**config.mk**
```make
export PLATFORM = sky130hd
export DESIGN_NAME = comparator_seq_n_flat
export DESIGN_NICKNAME = d
export VERILOG_FILES = /design/src/rtl/comparator_seq_n_if.sv /design/src/rtl/comparator_seq_n.sv /design/src/flat_wrapper.sv
export SDC_FILE = /design/constraint.sdc
export NUM_CORES = 1
export LEC_CHECK = 0
export ABC_AREA = 0
export BUFFER_PORTS_ARGS = -buffer_cell sky130_fd_sc_hd__buf_2
export CORE_MARGIN = 4
export CORE_UTILIZATION = 40
export DETAILED_ROUTE_END_ITERATION = 16
export MAX_ROUTING_LAYER = met4
export PLACE_DENSITY = 0.59
export SETUP_SLACK_MARGIN = 0.4
export SYNTH_ARGS = -nofsm -noshare
export SYNTH_HDL_FRONTEND = slang
export SYNTH_SLANG_ARGS = --single-unit
```
**constraint.sdc**
```tcl
create_clock -name clk -period 3.3 [get_ports clk]
set_input_delay 0.165 -clock clk [delete_from_list [all_inputs] [get_ports clk]]
set_output_delay 0.165 -clock clk [all_outputs]
set_load 0.01 [all_outputs]
```
**src/rtl/comparator_seq_n_if.sv**
```systemverilog
// Request/result bundle for the sequential magnitude comparator.
// The master side drives the operands and start; the slave side reports status and the result.
interface comparator_seq_n_if #(
   parameter int WIDTH = 64
);
   logic             start;
   logic [WIDTH-1:0] a;
   logic [WIDTH-1:0] b;
   logic             signed_mode;
   logic             busy;
   logic             done;
   logic             greater;
   logic             less;
   logic             equal;

   modport master (
      output start, a, b, signed_mode,
      input  busy, done, greater, less, equal
   );

   modport slave (
      input  start, a, b, signed_mode,
      output busy, done, greater, less, equal
   );
endinterface

```
**src/rtl/comparator_seq_n.sv**
```systemverilog
// Multi-cycle magnitude comparator. It walks CHUNK-bit slices from the MSB end
// and stops at the first slice that differs.
module comparator_seq_n #(
   parameter int WIDTH = 64,
   parameter int CHUNK = 8
) (
   input logic                clk,
   input logic                rst_n,
   comparator_seq_n_if.slave  cmp
);
   localparam int NCHUNK = WIDTH / CHUNK;
   localparam int IDX_W  = (NCHUNK > 1) ? $clog2(NCHUNK) : 1;
   localparam logic [WIDTH-1:0] MSB_MASK = WIDTH'(1) << (WIDTH - 1);

   typedef enum logic {IDLE, RUN} state_t;

   state_t           state;
   state_t           state_next;
   logic [WIDTH-1:0] op_a;
   logic [WIDTH-1:0] op_b;
   logic [IDX_W-1:0] idx;
   logic             greater_q;
   logic             less_q;
   logic             equal_q;
   logic             done_q;
   logic             busy_c;
   logic             slice_gt;
   logic             slice_lt;
   logic             last_slice;

   always_ff @(posedge clk or negedge rst_n) begin
      if (!rst_n) state <= IDLE;
      else        state <= state_next;
   end

   always_comb begin
      state_next = state;
      case (state)
         IDLE: if (cmp.start) state_next = RUN;
         RUN:  if (slice_gt || slice_lt || last_slice) state_next = IDLE;
         default: state_next = IDLE;
      endcase
   end

   // The operands are shifted left once per equal slice, so the current slice is always the top CHUNK bits.
   always_comb begin
      busy_c     = (state == RUN);
      slice_gt   = op_a[WIDTH-1 -: CHUNK] > op_b[WIDTH-1 -: CHUNK];
      slice_lt   = op_a[WIDTH-1 -: CHUNK] < op_b[WIDTH-1 -: CHUNK];
      last_slice = (idx == IDX_W'(NCHUNK - 1));
   end

   // Flipping the sign bit turns the two's-complement order into the unsigned order.
   always_ff @(posedge clk or negedge rst_n) begin
      if (!rst_n) begin
         op_a      <= '0;
         op_b      <= '0;
         idx       <= '0;
         greater_q <= 1'b0;
         less_q    <= 1'b0;
         equal_q   <= 1'b0;
         done_q    <= 1'b0;
      end else begin
         done_q <= 1'b0;
         if (state == IDLE) begin
            if (cmp.start) begin
               op_a <= cmp.signed_mode ? (cmp.a ^ MSB_MASK) : cmp.a;
               op_b <= cmp.signed_mode ? (cmp.b ^ MSB_MASK) : cmp.b;
               idx  <= '0;
            end
         end else begin
            if (slice_gt) begin
               greater_q <= 1'b1;
               less_q    <= 1'b0;
               equal_q   <= 1'b0;
               done_q    <= 1'b1;
            end else if (slice_lt) begin
               greater_q <= 1'b0;
               less_q    <= 1'b1;
               equal_q   <= 1'b0;
               done_q    <= 1'b1;
            end else if (last_slice) begin
               greater_q <= 1'b0;
               less_q    <= 1'b0;
               equal_q   <= 1'b1;
               done_q    <= 1'b1;
            end else begin
               idx  <= idx + IDX_W'(1);
               op_a <= op_a << CHUNK;
               op_b <= op_b << CHUNK;
            end
         end
      end
   end

   assign cmp.busy    = busy_c;
   assign cmp.done    = done_q;
   assign cmp.greater = greater_q;
   assign cmp.less    = less_q;
   assign cmp.equal   = equal_q;
endmodule

```
**src/flat_wrapper.sv**
```systemverilog
// flat-port wrapper written by rule: the top's interface ports become plain ports
module comparator_seq_n_flat 
#(
   parameter int WIDTH = 64,
   parameter int CHUNK = 8
)
  (clk, rst_n, cmp_start, cmp_a, cmp_b, cmp_signed_mode, cmp_busy, cmp_done, cmp_greater, cmp_less, cmp_equal);
  comparator_seq_n_if #(.WIDTH(WIDTH)) cmp_i ();
  input logic clk;
  input logic rst_n;
  input wire logic [$bits(cmp_i.start)-1:0] cmp_start;
  input wire logic [$bits(cmp_i.a)-1:0] cmp_a;
  input wire logic [$bits(cmp_i.b)-1:0] cmp_b;
  input wire logic [$bits(cmp_i.signed_mode)-1:0] cmp_signed_mode;
  output wire logic [$bits(cmp_i.busy)-1:0] cmp_busy;
  output wire logic [$bits(cmp_i.done)-1:0] cmp_done;
  output wire logic [$bits(cmp_i.greater)-1:0] cmp_greater;
  output wire logic [$bits(cmp_i.less)-1:0] cmp_less;
  output wire logic [$bits(cmp_i.equal)-1:0] cmp_equal;
  assign cmp_i.start = cmp_start;
  assign cmp_i.a = cmp_a;
  assign cmp_i.b = cmp_b;
  assign cmp_i.signed_mode = cmp_signed_mode;
  assign cmp_busy = cmp_i.busy;
  assign cmp_done = cmp_i.done;
  assign cmp_greater = cmp_i.greater;
  assign cmp_less = cmp_i.less;
  assign cmp_equal = cmp_i.equal;
  comparator_seq_n #(.WIDTH(WIDTH), .CHUNK(CHUNK)) u_core (.clk(clk), .rst_n(rst_n), .cmp(cmp_i));
endmodule
```
Word-level counts from Yosys, hierarchy flattened
Cells that the tools add are included.
{ "word_totals": {"wordCells": 56, "output_inout_bits": 5, "ff_bits": 136, "in_bits": 132} }
{ "classes": {"eq_ne": 4, "n_mux": 32, "n_addsub": 1, "magnitude_cmp": 2, "reduce_logical": 6, "n_bitwise": 3} }
{ "op_table": {"columns": ["cell", "count"], "rows": [
  ["$mux 64", 12],
  ["$mux 3", 5],
  ["$mux 1", 14],
  ["$gt 8x8->1", 1],
  ["$lt 8x8->1", 1],
  ["$ne 2x2->1 const B", 3],
  ["$reduce_and 4->1", 1],
  ["$add 3x1->3 const B", 1],
  ["$eq 3x3->1 const B", 1],
  ["$not 1->1", 3],
  ["$reduce_bool 3->1", 1],
  ["$logic_or 1x1->1", 2],
  ["$pmux 1 s2", 1],
  ["$reduce_and 2->1", 1],
  ["$reduce_bool 2->1", 1]
]} }

Logic depth before layout (Yosys ltp)
{ "logic_depth": {"word_depth": 5, "ltp_mapped": 9, "mapped_depth_nobuf": 7} }

Least setup slack after synthesis
No wires, ideal clock.
{ "synth_timing": {"kind": "register -> register", "from": "reg u_core.op_b[63]", "to": "reg u_core.op_a[10]", "setup_slack_ns": 1.036, "stages_incl_launch_ff": 10, "required_ns": 3.175, "synth_period_minus_slack_ns": 2.264, "setup_time_ns": 0.125, "arrival_ns": 2.139, "path_cell_list": "dfrtp_1 > inv_1 > ha_1 > a41o_1 > a21oi_1 > a31oi_4 > a21boi_2 > buf_6 > buf_6 > mux2_4"} }
{ "synth_via": {"elab_chain_len": 3} }
{ "synth_lines": {"columns": ["element", "line_no", "source"], "rows": [
  ["from (decl)", "comparator_seq_n.sv:20", "logic [WIDTH-1:0] op_b;"],
  ["from (signal assigned)", "comparator_seq_n.sv:68", "op_b <= cmp.signed_mode ? (cmp.b ^ MSB_MASK) : cmp.b;"],
  ["from (signal assigned)", "comparator_seq_n.sv:90", "op_b <= op_b << CHUNK;"],
  ["$gt 8x8->1 or $lt 8x8->1 (tied branches)", "comparator_seq_n.sv:48, comparator_seq_n.sv:49", null],
  ["$ne 2x2->1 (no line)", null, null],
  ["$reduce_and 4->1 (no line) (*)", null, null],
  ["to (signal assigned)", "comparator_seq_n.sv:67", "op_a <= cmp.signed_mode ? (cmp.a ^ MSB_MASK) : cmp.a;"],
  ["to (signal assigned)", "comparator_seq_n.sv:89", "op_a <= op_a << CHUNK;"],
  ["to (decl)", "comparator_seq_n.sv:19", "logic [WIDTH-1:0] op_a;"]
]} }
Mark *: on every way between the ends. The rest lies on a longest branch, timed or not.
A chain may end at the register's enable or synchronous reset.

Worst setup path after layout
{ "layout_timing": {"from": "reg u_core.op_b[63]", "to": "reg u_core.op_b[53]"} }
{ "layout_via": {"elab_chain_len": 3} }
{ "layout_lines": {"columns": ["element", "line_no"], "rows": [
  ["$gt 8x8->1 or $lt 8x8->1 (tied branches)", "comparator_seq_n.sv:48, comparator_seq_n.sv:49"],
  ["$ne 2x2->1 (no line)", null],
  ["$reduce_and 4->1 (no line) (*)", null]
]} }
Marked as above.

==> flow_metrics.tcl <==
set metrics [dict create \
    core_area_um2 17200 \
    drive_gt1_share_pct 61.9 \
    grtUsageTotal_pct 16.2 \
    min-delay-start "cmp_b[59]" \
    yosysUniqueCellTypes 32 \
    cts_root_buffer "clkbuf_16" \
    pin_count 137 \
    finClkSkew_ns 0.0123 \
    synth_seq_area_share_pct 48.5 \
    setup_tns_ns 0 \
    dpl.hpwl_um 10400 \
    avgSynthCellArea_um2 14.6 \
    crit_chain "inv_1 -> ha_1 -> a41o_1 -> a21oi_1 -> a31oi_4 -> a21boi_4 -> buf_4 -> mux2_2" \
    area_delta_synth_final_pct 20.7 \
    cts_resized 0 \
    final-seq-area_um2 3410 \
    routedWlPerCell_um 17.5 \
    synth_top_area_share_pct 48.5 \
    p_leak_nw 4.00 \
    post_cts_buffers 0 \
    fp-row-count 48 \
    synth_seq_cells 136 \
    synthCells 481 \
    p_switching_mw 1.40 \
    place_area_um2 7890 \
    initial_utilization_pct 40.7 \
    cts.sinks 136 \
    final.period_utilization_pct 79.3 \
    cts_tree "built" \
    design_area_um2 8470 \
    slew_viol_final 0 \
    outcome "finished clean" \
    setup_viol 0 \
    power.internal_mw 3.84 \
    worst-path-max-fanout 34 \
    cts_max_level 4 \
    slew_headroom_pct 51.0 \
    num_vias 4207 \
    worstMarginPinSlew_ns 0.735 \
    grt_first_pass_wirelength_um 24500 \
    path_clk_slew_ns 0.06 \
    multiInputGateArea_um2 3400 \
    die_x_um 140 \
    rsz0062_at_grt "no" \
    grt_pass1_vias 4673 \
    end_kind "register" \
    hold_buffers 1 \
    p_per_area_nw_per_um2 619 \
    syn-cell-area_um2 7020 \
    dr.pass1.iters 5 \
    die_y_um 140 \
    numCtsBuffers 17 \
    combPwrFrac_pct 21.9 \
    clkPwrFrac_pct 34.4 \
    synthTopCellsByArea "dfrtp_1 48%, mux2_2 23%, mux2_4 13%" \
    yosys.area.top_type "dfrtp_1" \
    worst_ir_drop_vdd_uv 346 \
    fillerInstances 1530 \
    antenna_left 0 \
    critPathSlowestCell "buf_4" \
    antenna_found_initial 3 \
    crit_type "reg -> reg" \
    startpoint "u_core.op_b[63]$_DFFE_PN0P_" \
    hp-class "in -> reg" \
    maxCapViolCount 0 \
    worstPathRequired_ns 3.60 \
    yosysWarnings 0 \
    final_cell_mix "146 x mux2_2, 135 x buf_2, 135 x dfrtp_1, 60 x mux2_4, 30 x mux2i_1" \
    min_period_ns 2.62 \
    layout_commonest_cell "mux2_2" \
    hold_viol_final 0 \
    r2r-start "u_core.op_b[63]$_DFFE_PN0P_" \
    viasPerCell 4.92 \
    drt_iter0_drc 188 \
    cp_data_arrival_time_ns 2.92 \
    grt_max_degree 80 \
    setup.worst_path.start_class "register" \
    clk_latency_ns 0.42 \
    pwr-share-seq_pct 43.7 \
    fin_nets 756 \
    swShare_pct 26.8 \
    syn-num-nets 623 \
    fmax_ghz 0.382 \
    die_area_um2 19700 \
    cp_num_buf_inv 2 \
    clock_path_buffers 2 \
    wirelength_um 15000 \
    drt_drc_violations_left 0 \
    grt-ovfl-total 0 \
    gp_congestion 0.772 \
    portBuffers 136 \
    max_stage_delay_ns 0.45 \
    cp_top_family "compound AO/OA/AOI/OAI gates" \
]
[kinds of logic (layout without fill, tap and decap cells)]
family	after synthesis	in the layout	synth area share, %
flops	136	136	48.5
simple gates	21	21	1.59
other cells	0	3	0
compound gates	33	33	4.03
xor+xnor	3	3	0.374
buf+inv	42	188	3.21
mux	236	236	40.5
fa+ha+maj	10	10	1.78
[final timing paths]
check | end | slack (ns) | depth (start not counted)
max in group asynchronous | u_core.cmp.done$_DFF_PN0_ | 2.15 | 3
min reg2reg | u_core.op_b[42]$_DFFE_PN0P_ | 0.50 | 1
max reg2reg | u_core.op_b[53]$_DFFE_PN0P_ | 0.68 | 8
max | u_core.op_b[53]$_DFFE_PN0P_ | 0.68 | 8
min in group asynchronous | u_core.op_a[17]$_DFFE_PN0P_ | 0.35 | 2
min | u_core.op_b[59]$_DFFE_PN0P_ | 0.04 | 3
[Yosys cell counts (all sizes together)]
cell / count
mux2: 206
dfrtp: 136
mux2i: 30
buf: 16
clkbuf: 16
o2bb2ai: 16
ha: 10
inv: 10
nand2: 6
a21oi: 4
nor2: 3
nor2b: 3
o211ai: 3
a221o: 2
a22o: 2
nand3: 2
nand4: 2
o22ai: 2
or3: 2
xnor2: 2
a21boi: 1
a21o: 1
a31oi: 1
a41o: 1
and2: 1
nand2b: 1
or2: 1
xor2: 1
[worst min-delay path: stages]
cell	delay (ns)
buf_2	0.08
mux2i_1	0.05
mux2i_1	0.11
[power groups by stage]
stage	combinational (mW)	sequential (mW)	clock, mW
5_1_grt	1.26	2.34	1.93
3_3_place_gp	1.13	2.31	0
3_5_place_dp	1.16	2.32	0
6_report	1.15	2.29	1.80
2_1_floorplan	0.909	2.23	0
4_1_cts	1.17	2.30	1.86
[metrics by stage]
stage | power (mW) | util [%] | hold slack [ns] | worst slack, ns | instances
3_3_place_gp | 3.44 | 45.8 | 0.252 | 0.759 | 819
5_1_grt | 5.54 | 49.2 | 0.0360 | 0.518 | 855
6_report | 5.25 | 49.2 | 0.0393 | 0.683 | 855
2_1_floorplan | 3.14 | - | -0.131 | 1.04 | 481
3_5_place_dp | 3.48 | 45.8 | 0.255 | 0.680 | 819
4_1_cts | 5.32 | 49.1 | 0.0184 | 0.667 | 852
[flip-flops by register name, indices dropped and copies added (netlist names)]
register and flops:
u_core.cmp.equal 1, u_core.cmp.done 1, u_core.cmp.busy 1, u_core.op_b 64, u_core.idx 3, u_core.cmp.greater 1, u_core.cmp.less 1, u_core.op_a 64
[per-layer routing]
layer,vias up,global-route usage (%),share of wire (%)
met2,115,23.4,45
met5,-,-,0
met3,18,5.50,6.9
met4,0,5.61,1.5
met1,2044,21.3,47
li1,2030,-,-
[area by class of cell]
cell class / instances / share of cell area, %
repair buffers: 146 / 9.17
clock inverters: 14 / 1.48
multi-input cells: 303 / 40.1
well taps: 225 / 3.32
flip-flops and latches: 136 / 40.2
clock buffers: 18 / 5.18
diodes: 3 / 0.0886
inverters: 10 / 0.443
Power figures use the tool's default switching activity.
